`config.mk`:
```
export PLATFORM = sky130hd
export DESIGN_NAME = bcd_display
export DESIGN_NICKNAME = d
export VERILOG_FILES = /design/src/rtl/bcd_display.sv
export SDC_FILE = /design/constraint.sdc
export NUM_CORES = 1
export LEC_CHECK = 0
export ABC_AREA = 1
export CAP_MARGIN = 10
export CORE_ASPECT_RATIO = 2
export CORE_MARGIN = 2
export CORE_UTILIZATION = 56
export CTS_CLUSTER_DIAMETER = 80
export DETAILED_ROUTE_END_ITERATION = 12
export PLACE_DENSITY = 0.81
export REMOVE_ABC_BUFFERS = 1
export SETUP_SLACK_MARGIN = 0.4
export SKIP_CTS_REPAIR_TIMING = 1
export SLEW_MARGIN = 20
export SYNTH_ARGS = -nofsm -noshare
export SYNTH_HDL_FRONTEND = slang
export SYNTH_SLANG_ARGS = --single-unit
```
`constraint.sdc`:
```
create_clock -name clk -period 2.8 [get_ports clk]
set_input_delay 0.28 -clock clk [delete_from_list [all_inputs] [get_ports clk]]
set_output_delay 0.28 -clock clk [all_outputs]
set_load 0.005 [all_outputs]
```
`src/rtl/bcd_display.sv`:
```
// Binary-to-decimal display driver for the seven-segment bank: a sequential double-dabble
// converter with load/busy/done handshake, saturation and leading-zero blanking.
module bcd_display #(
  parameter int unsigned WIDTH  = 20,
  parameter int unsigned DIGITS = 6
) (
  input  logic                  clk,
  input  logic                  reset,
  input  logic [WIDTH-1:0]      value,
  input  logic                  load,
  input  logic                  blank_lz,
  output logic                  busy,
  output logic                  done,
  output logic                  overflow,
  output logic [4*DIGITS-1:0]   bcd,
  output logic [7*DIGITS-1:0]   hex
);

  localparam int unsigned BIN_DIGITS = (WIDTH * 3) / 10 + 1;
  localparam int unsigned WD         = (BIN_DIGITS > DIGITS) ? BIN_DIGITS : DIGITS;
  localparam int unsigned BW         = 4 * WD;
  localparam int unsigned OW         = 4 * DIGITS;
  localparam int unsigned CW         = $clog2(WIDTH + 1);

  function automatic logic [63:0] pow10(input int unsigned n);
    logic [63:0] r;
    r = 64'd1;
    for (int unsigned i = 0; i < n; i++) r = r * 64'd10;
    return r;
  endfunction

  localparam logic [63:0]   LIMIT     = pow10(DIGITS);
  localparam logic [OW-1:0] ALL_NINES = {DIGITS{4'h9}};

  typedef enum logic [1:0] {
    S_IDLE   = 2'd0,
    S_CONV   = 2'd1,
    S_COMMIT = 2'd2
  } state_e;

  state_e            state_q, state_d;
  logic [WIDTH-1:0]  bin_q, bin_d;
  logic [BW-1:0]     bcdw_q, bcdw_d;
  logic [CW-1:0]     cnt_q, cnt_d;
  logic              ovfw_q, ovfw_d;
  logic              blkw_q, blkw_d;
  logic              pend_q, pend_d;
  logic [WIDTH-1:0]  pval_q, pval_d;
  logic              pblk_q, pblk_d;
  logic [OW-1:0]     bcd_q, bcd_d;
  logic              ovf_q, ovf_d;
  logic              blank_q, blank_d;
  logic              done_q, done_d;
  logic              busy_q, busy_d;

  logic              start;
  logic [WIDTH-1:0]  start_val;
  logic              start_blk;
  logic [BW-1:0]     adj;

  // Add-3 correction applied to every working nibble before the shift
  always_comb begin
    adj = bcdw_q;
    for (int k = 0; k < int'(WD); k++) begin
      if (bcdw_q[4*k +: 4] >= 4'd5) adj[4*k +: 4] = bcdw_q[4*k +: 4] + 4'd3;
    end
  end

  always_comb begin
    state_d   = state_q;
    bin_d     = bin_q;
    bcdw_d    = bcdw_q;
    cnt_d     = cnt_q;
    ovfw_d    = ovfw_q;
    blkw_d    = blkw_q;
    pend_d    = pend_q;
    pval_d    = pval_q;
    pblk_d    = pblk_q;
    bcd_d     = bcd_q;
    ovf_d     = ovf_q;
    blank_d   = blank_q;
    done_d    = 1'b0;
    start     = 1'b0;
    start_val = value;
    start_blk = blank_lz;

    unique case (state_q)
      S_IDLE: begin
        start = load;
      end
      S_CONV: begin
        bcdw_d = {adj[BW-2:0], bin_q[WIDTH-1]};
        bin_d  = {bin_q[WIDTH-2:0], 1'b0};
        if (cnt_q == CW'(WIDTH - 1)) state_d = S_COMMIT;
        else                         cnt_d   = cnt_q + CW'(1);
        if (load) begin
          pend_d = 1'b1;
          pval_d = value;
          pblk_d = blank_lz;
        end
      end
      S_COMMIT: begin
        bcd_d   = ovfw_q ? ALL_NINES : bcdw_q[OW-1:0];
        ovf_d   = ovfw_q;
        blank_d = blkw_q;
        done_d  = 1'b1;
        // A load in this very cycle is the newest request and supersedes the slot
        if (load) begin
          start  = 1'b1;
          pend_d = 1'b0;
        end else if (pend_q) begin
          start     = 1'b1;
          start_val = pval_q;
          start_blk = pblk_q;
          pend_d    = 1'b0;
        end else begin
          state_d = S_IDLE;
        end
      end
      default: state_d = S_IDLE;
    endcase

    if (start) begin
      state_d = S_CONV;
      bin_d   = start_val;
      bcdw_d  = '0;
      cnt_d   = '0;
      ovfw_d  = (64'(start_val) >= LIMIT);
      blkw_d  = start_blk;
    end

    busy_d = (state_d != S_IDLE);
  end

  always_ff @(posedge clk) begin
    if (reset) begin
      state_q <= S_IDLE;
      bin_q   <= '0;
      bcdw_q  <= '0;
      cnt_q   <= '0;
      ovfw_q  <= 1'b0;
      blkw_q  <= 1'b0;
      pend_q  <= 1'b0;
      pval_q  <= '0;
      pblk_q  <= 1'b0;
      bcd_q   <= '0;
      ovf_q   <= 1'b0;
      blank_q <= 1'b0;
      done_q  <= 1'b0;
      busy_q  <= 1'b0;
    end else begin
      state_q <= state_d;
      bin_q   <= bin_d;
      bcdw_q  <= bcdw_d;
      cnt_q   <= cnt_d;
      ovfw_q  <= ovfw_d;
      blkw_q  <= blkw_d;
      pend_q  <= pend_d;
      pval_q  <= pval_d;
      pblk_q  <= pblk_d;
      bcd_q   <= bcd_d;
      ovf_q   <= ovf_d;
      blank_q <= blank_d;
      done_q  <= done_d;
      busy_q  <= busy_d;
    end
  end

  assign busy     = busy_q;
  assign done     = done_q;
  assign overflow = ovf_q;
  assign bcd      = bcd_q;

  logic [DIGITS-1:0] blank_vec;
  logic              lz_run;

  // A display goes dark when it and every display above it hold zero; display 0 always lit
  always_comb begin
    blank_vec = '0;
    lz_run    = blank_q;
    for (int i = int'(DIGITS) - 1; i > 0; i--) begin
      lz_run       = lz_run && (bcd_q[4*i +: 4] == 4'd0);
      blank_vec[i] = lz_run;
    end
  end

  for (genvar g = 0; g < int'(DIGITS); g++) begin : g_seg
    seg7 u_seg7 (
      .digit_i (bcd_q[4*g +: 4]),
      .blank_i (blank_vec[g]),
      .seg_o   (hex[7*g +: 7])
    );
  end

endmodule

// Hex digit to active-low segment pattern {g,f,e,d,c,b,a}; blank drives all segments off.
module seg7 (
  input  logic [3:0] digit_i,
  input  logic       blank_i,
  output logic [6:0] seg_o
);
  always_comb begin
    seg_o = 7'h7f;
    if (!blank_i) begin
      unique case (digit_i)
        4'h0: seg_o = 7'h40;
        4'h1: seg_o = 7'h79;
        4'h2: seg_o = 7'h24;
        4'h3: seg_o = 7'h30;
        4'h4: seg_o = 7'h19;
        4'h5: seg_o = 7'h12;
        4'h6: seg_o = 7'h02;
        4'h7: seg_o = 7'h78;
        4'h8: seg_o = 7'h00;
        4'h9: seg_o = 7'h10;
        4'ha: seg_o = 7'h08;
        4'hb: seg_o = 7'h03;
        4'hc: seg_o = 7'h46;
        4'hd: seg_o = 7'h21;
        4'he: seg_o = 7'h06;
        4'hf: seg_o = 7'h0e;
        default: seg_o = 7'h7f;
      endcase
    end
  end
endmodule
```
==> run summary <==
The starting utilization of the core area is 0.566. The top cell types in the final layout, fill and taps aside, are sky130_fd_sc_hd__nand2_1 (198), sky130_fd_sc_hd__dfxtp_1 (144), sky130_fd_sc_hd__inv_1 (117). The via count normalized by instance count is 5.49. For the final database, setup skew stands at 0.00896 ns. The worst setup path is captured at a primary output. Detailed placement finished with a half-perimeter wire length of 12500 um. Counting the buffers created by CTS gives 17.

Synthesis instantiated 38 different standard cells from the library. The number of cells on the worst reg-to-reg path is 9. The power per unit of standard cell area came out at 511 nW/um^2. For hold timing, the worst endpoint is done$_SDFF_PP0_. In this run the worst hold path is classified as in -> reg.

In this run the worst setup path begins at bcd[12]$_SDFFE_PP0N_. Leaving out fill and tap cells, the most frequent cell in the layout is sky130_fd_sc_hd__nand2_1. The library cell used as clock root buffer is sky130_fd_sc_hd__clkbuf_16. The buffer levels on the longest clock path came out at 2. The via count of the first global-routing pass is 6672. The final weighted congestion in routability-driven placement is 0.869.

The number of flip-flops and latches in the synthesized netlist is 145. The number of max-cap violations is 0. After floorplanning, the core was sized to cover 12900 um^2. In the synthesized netlist the async set-or-reset flop fraction comes to 0. The largest voltage drop on the vdd net is 0.547 mV. Row generation in the floorplan step produced 59 rows. The share of layout cells above drive strength 1 is 0.123. The hold violation count in the final report is 0. The startpoint identified for the worst hold timing path is reset.

The worst hold path depth is 2. The net count of the finished layout is 1167. The remaining antenna violation count after routing is 0. The pre-antenna-repair detailed-routing pass consisted of 4 iterations. The max-slew violation total from the final report is 0. Entering global routing, the biggest net connects 46 pins. The H-tree was split into 4 levels.

The mapped netlist covers 7320 um^2. The clock network latency to the later pin of the worst-skew pair is 0.42 ns. The worst max-slew margin expressed relative to the limit is 0.572. The I/O pin total came out at 93. The clock-pin slew of the registers on the worst-case setup and hold paths is 0.06 ns. The total setup violations reported at the end of the flow is 0. The die outline width is 84.8 um. The achievable frequency is 404 MHz. The worst path arrival time came out at 2.20 ns. The sequential area share after synthesis came out at 0.397.

The worst register-to-register path has a setup slack of 0.54 ns. The TritonCTS sink count is 145. The synthesis warning total is 0. The area added between synthesis and finish is 25.3%. The worst setup path is launched from a flip-flop. TritonCTS built the clock tree.

The initial antenna violation count is 0. The leakage power summed over all cells came out at 4.41 nW. The detailed router placed 6910 vias in this run.

The die height is 166 um. The number of buffers added on ports is 92. The total grt overflow came out at 0.

In the routed design, unresolved DRC markers number 0. Once layout is complete, the utilization of the core stands at 0.709. The data required time of the worst path is 2.52 ns.

The flow ran to the end, and the final reports show no timing, DRC or antenna violations. The die area came out at 14100 um^2. Setup repair after global routing could not meet its margin everywhere. The total track usage came out at 0.254. The critical path is of the reg -> out type. The source of the worst register-to-register timing path is ovfw_q$_SDFFE_PP0N_.

The total detailed-routing wirelength came out at 18200 um. The diode insertion count for antenna repair is 0. The shortest period the worst path allows came out at 2.48 ns.

The count of placed standard cells in the final layout, fillers left out came out at 1259. Counting flops with a built-in enable in the synthesized netlist gives 0. The transition time at the pin with the least slew margin is 0.639 ns. The number of cells in the design after placement is 1221.

The post-route worst hold slack came out at 0.196 ns. The flip-flop cell with the highest count after synthesis is sky130_fd_sc_hd__dfxtp_1. The final critical-path share of the clock period came out at 0.884.

The maximum fanout encountered on the critical timing path is 6. In the final routed layout, each cell accounts on average for 14.5 um. The number of cells produced by synthesis is 1000. The DRC marker count from the first detailed-route iteration is 286. The first global-routing pass estimated 29400 um of wire.

The mean instance size in the synthesized netlist came out at 7.32 um^2.
-- Yosys cell counts, types with 2 or more instances --
| library cell | number | area [um^2] |
|---|---|---|
| sky130_fd_sc_hd__nand2_1 | 206 | 773 |
| sky130_fd_sc_hd__dfxtp_1 | 145 | 2900 |
| sky130_fd_sc_hd__inv_1 | 118 | 443 |
| sky130_fd_sc_hd__a21oi_1 | 106 | 531 |
| sky130_fd_sc_hd__o21ai_0 | 100 | 500 |
| sky130_fd_sc_hd__nand3_1 | 66 | 330 |
| sky130_fd_sc_hd__ha_1 | 49 | 613 |
| sky130_fd_sc_hd__nor2_1 | 40 | 150 |
| sky130_fd_sc_hd__or2_2 | 33 | 206 |
| sky130_fd_sc_hd__clkbuf_1 | 27 | 101 |
| sky130_fd_sc_hd__o22ai_1 | 16 | 100 |
| sky130_fd_sc_hd__buf_2 | 12 | 60.1 |
| sky130_fd_sc_hd__xor2_1 | 12 | 105 |
| sky130_fd_sc_hd__a22oi_1 | 7 | 52.6 |
| sky130_fd_sc_hd__inv_2 | 7 | 26.3 |
| sky130_fd_sc_hd__a31oi_1 | 6 | 37.5 |
| sky130_fd_sc_hd__nand2_2 | 6 | 37.5 |
| sky130_fd_sc_hd__o21bai_1 | 6 | 45.0 |
| sky130_fd_sc_hd__nor2_2 | 5 | 31.3 |
| sky130_fd_sc_hd__o21ai_1 | 5 | 25.0 |
| sky130_fd_sc_hd__buf_6 | 3 | 33.8 |
| sky130_fd_sc_hd__nor3_1 | 3 | 15.0 |
| sky130_fd_sc_hd__nor4_1 | 3 | 18.8 |
| sky130_fd_sc_hd__a211oi_1 | 2 | 15.0 |
| sky130_fd_sc_hd__a21boi_1 | 2 | 15.0 |
| sky130_fd_sc_hd__buf_4 | 2 | 15.0 |
| sky130_fd_sc_hd__o21a_1 | 2 | 15.0 |
-- critical path: stages, from the launching register on --
cell and delay [ns]:
sky130_fd_sc_hd__dfxtp_1 0.34, sky130_fd_sc_hd__nor4_1 0.43, sky130_fd_sc_hd__nand2_2 0.15, sky130_fd_sc_hd__clkinv_4 0.13, sky130_fd_sc_hd__nand3_4 0.12, sky130_fd_sc_hd__nand2_1 0.10, sky130_fd_sc_hd__clkdlybuf4s50_1 0.50
-- worst max-delay path by stage --
stage / end / slack (ns) / depth (start not counted)
finish: hex[9] / 0.32 / 6
global route: hex[9] / 0.25 / 8
CTS: hex[8] / -0.06 / 8
detailed placement: g_seg[0].u_seg7.seg_o[5]$_DFF_P_ / 0.41 / 9
global placement: g_seg[0].u_seg7.seg_o[5]$_DFF_P_ / 0.49 / 9
floorplan: bin_q[1]$_SDFFE_PP0P_ / 0.08 / 7
-- cell type report --
type	instances	area, um^2
multi-input combinational	685	3840
fill	995	3750
sequential	145	2900
timing repair buffer	119	1170
inverter	126	480
clock buffer	19	443
tap	152	190
clock inverter	13	139
-- power breakdown --
part	internal (W)	switching, W	total (W)
combinational	0.000118	0.000196	0.000314
sequential	0.00212	0.0000288	0.00215
clock	0.00133	0.000885	0.00222
total	0.00357	0.00111	0.00468
-- per-stage QoR --
stage	area, um^2	worst slack [ns]	TNS, ns	total power (W)
floorplan	7110	0.0799	0	0.00237
global placement	8370	0.490	0	0.00250
detailed placement	8370	0.409	0	0.00250
CTS	8950	-0.0594	-0.351	0.00470
global route	9170	0.254	0	0.00482
finish	9170	0.324	0	0.00468
-- logic make-up after synthesis --
family | Yosys count | synth area share
buf+inv | 170 | 0.0937
compound gates | 257 | 0.190
mux | 1 | 0.00137
xor+xnor | 12 | 0.0144
flops | 145 | 0.397
simple gates | 366 | 0.220
fa+ha+maj | 49 | 0.0838
-- per-layer routing --
metal  GRT usage  part of all wire  wire length (um)  vias up
met4       0.141             0.048               883        0
met2       0.481              0.55              9970      225
met1       0.249              0.36              6600     3165
li1            -                 -                 -     3448
met3      0.0488             0.042               773       72
met5           0                 0                 0        -
Power figures use the tool's default switching activity.
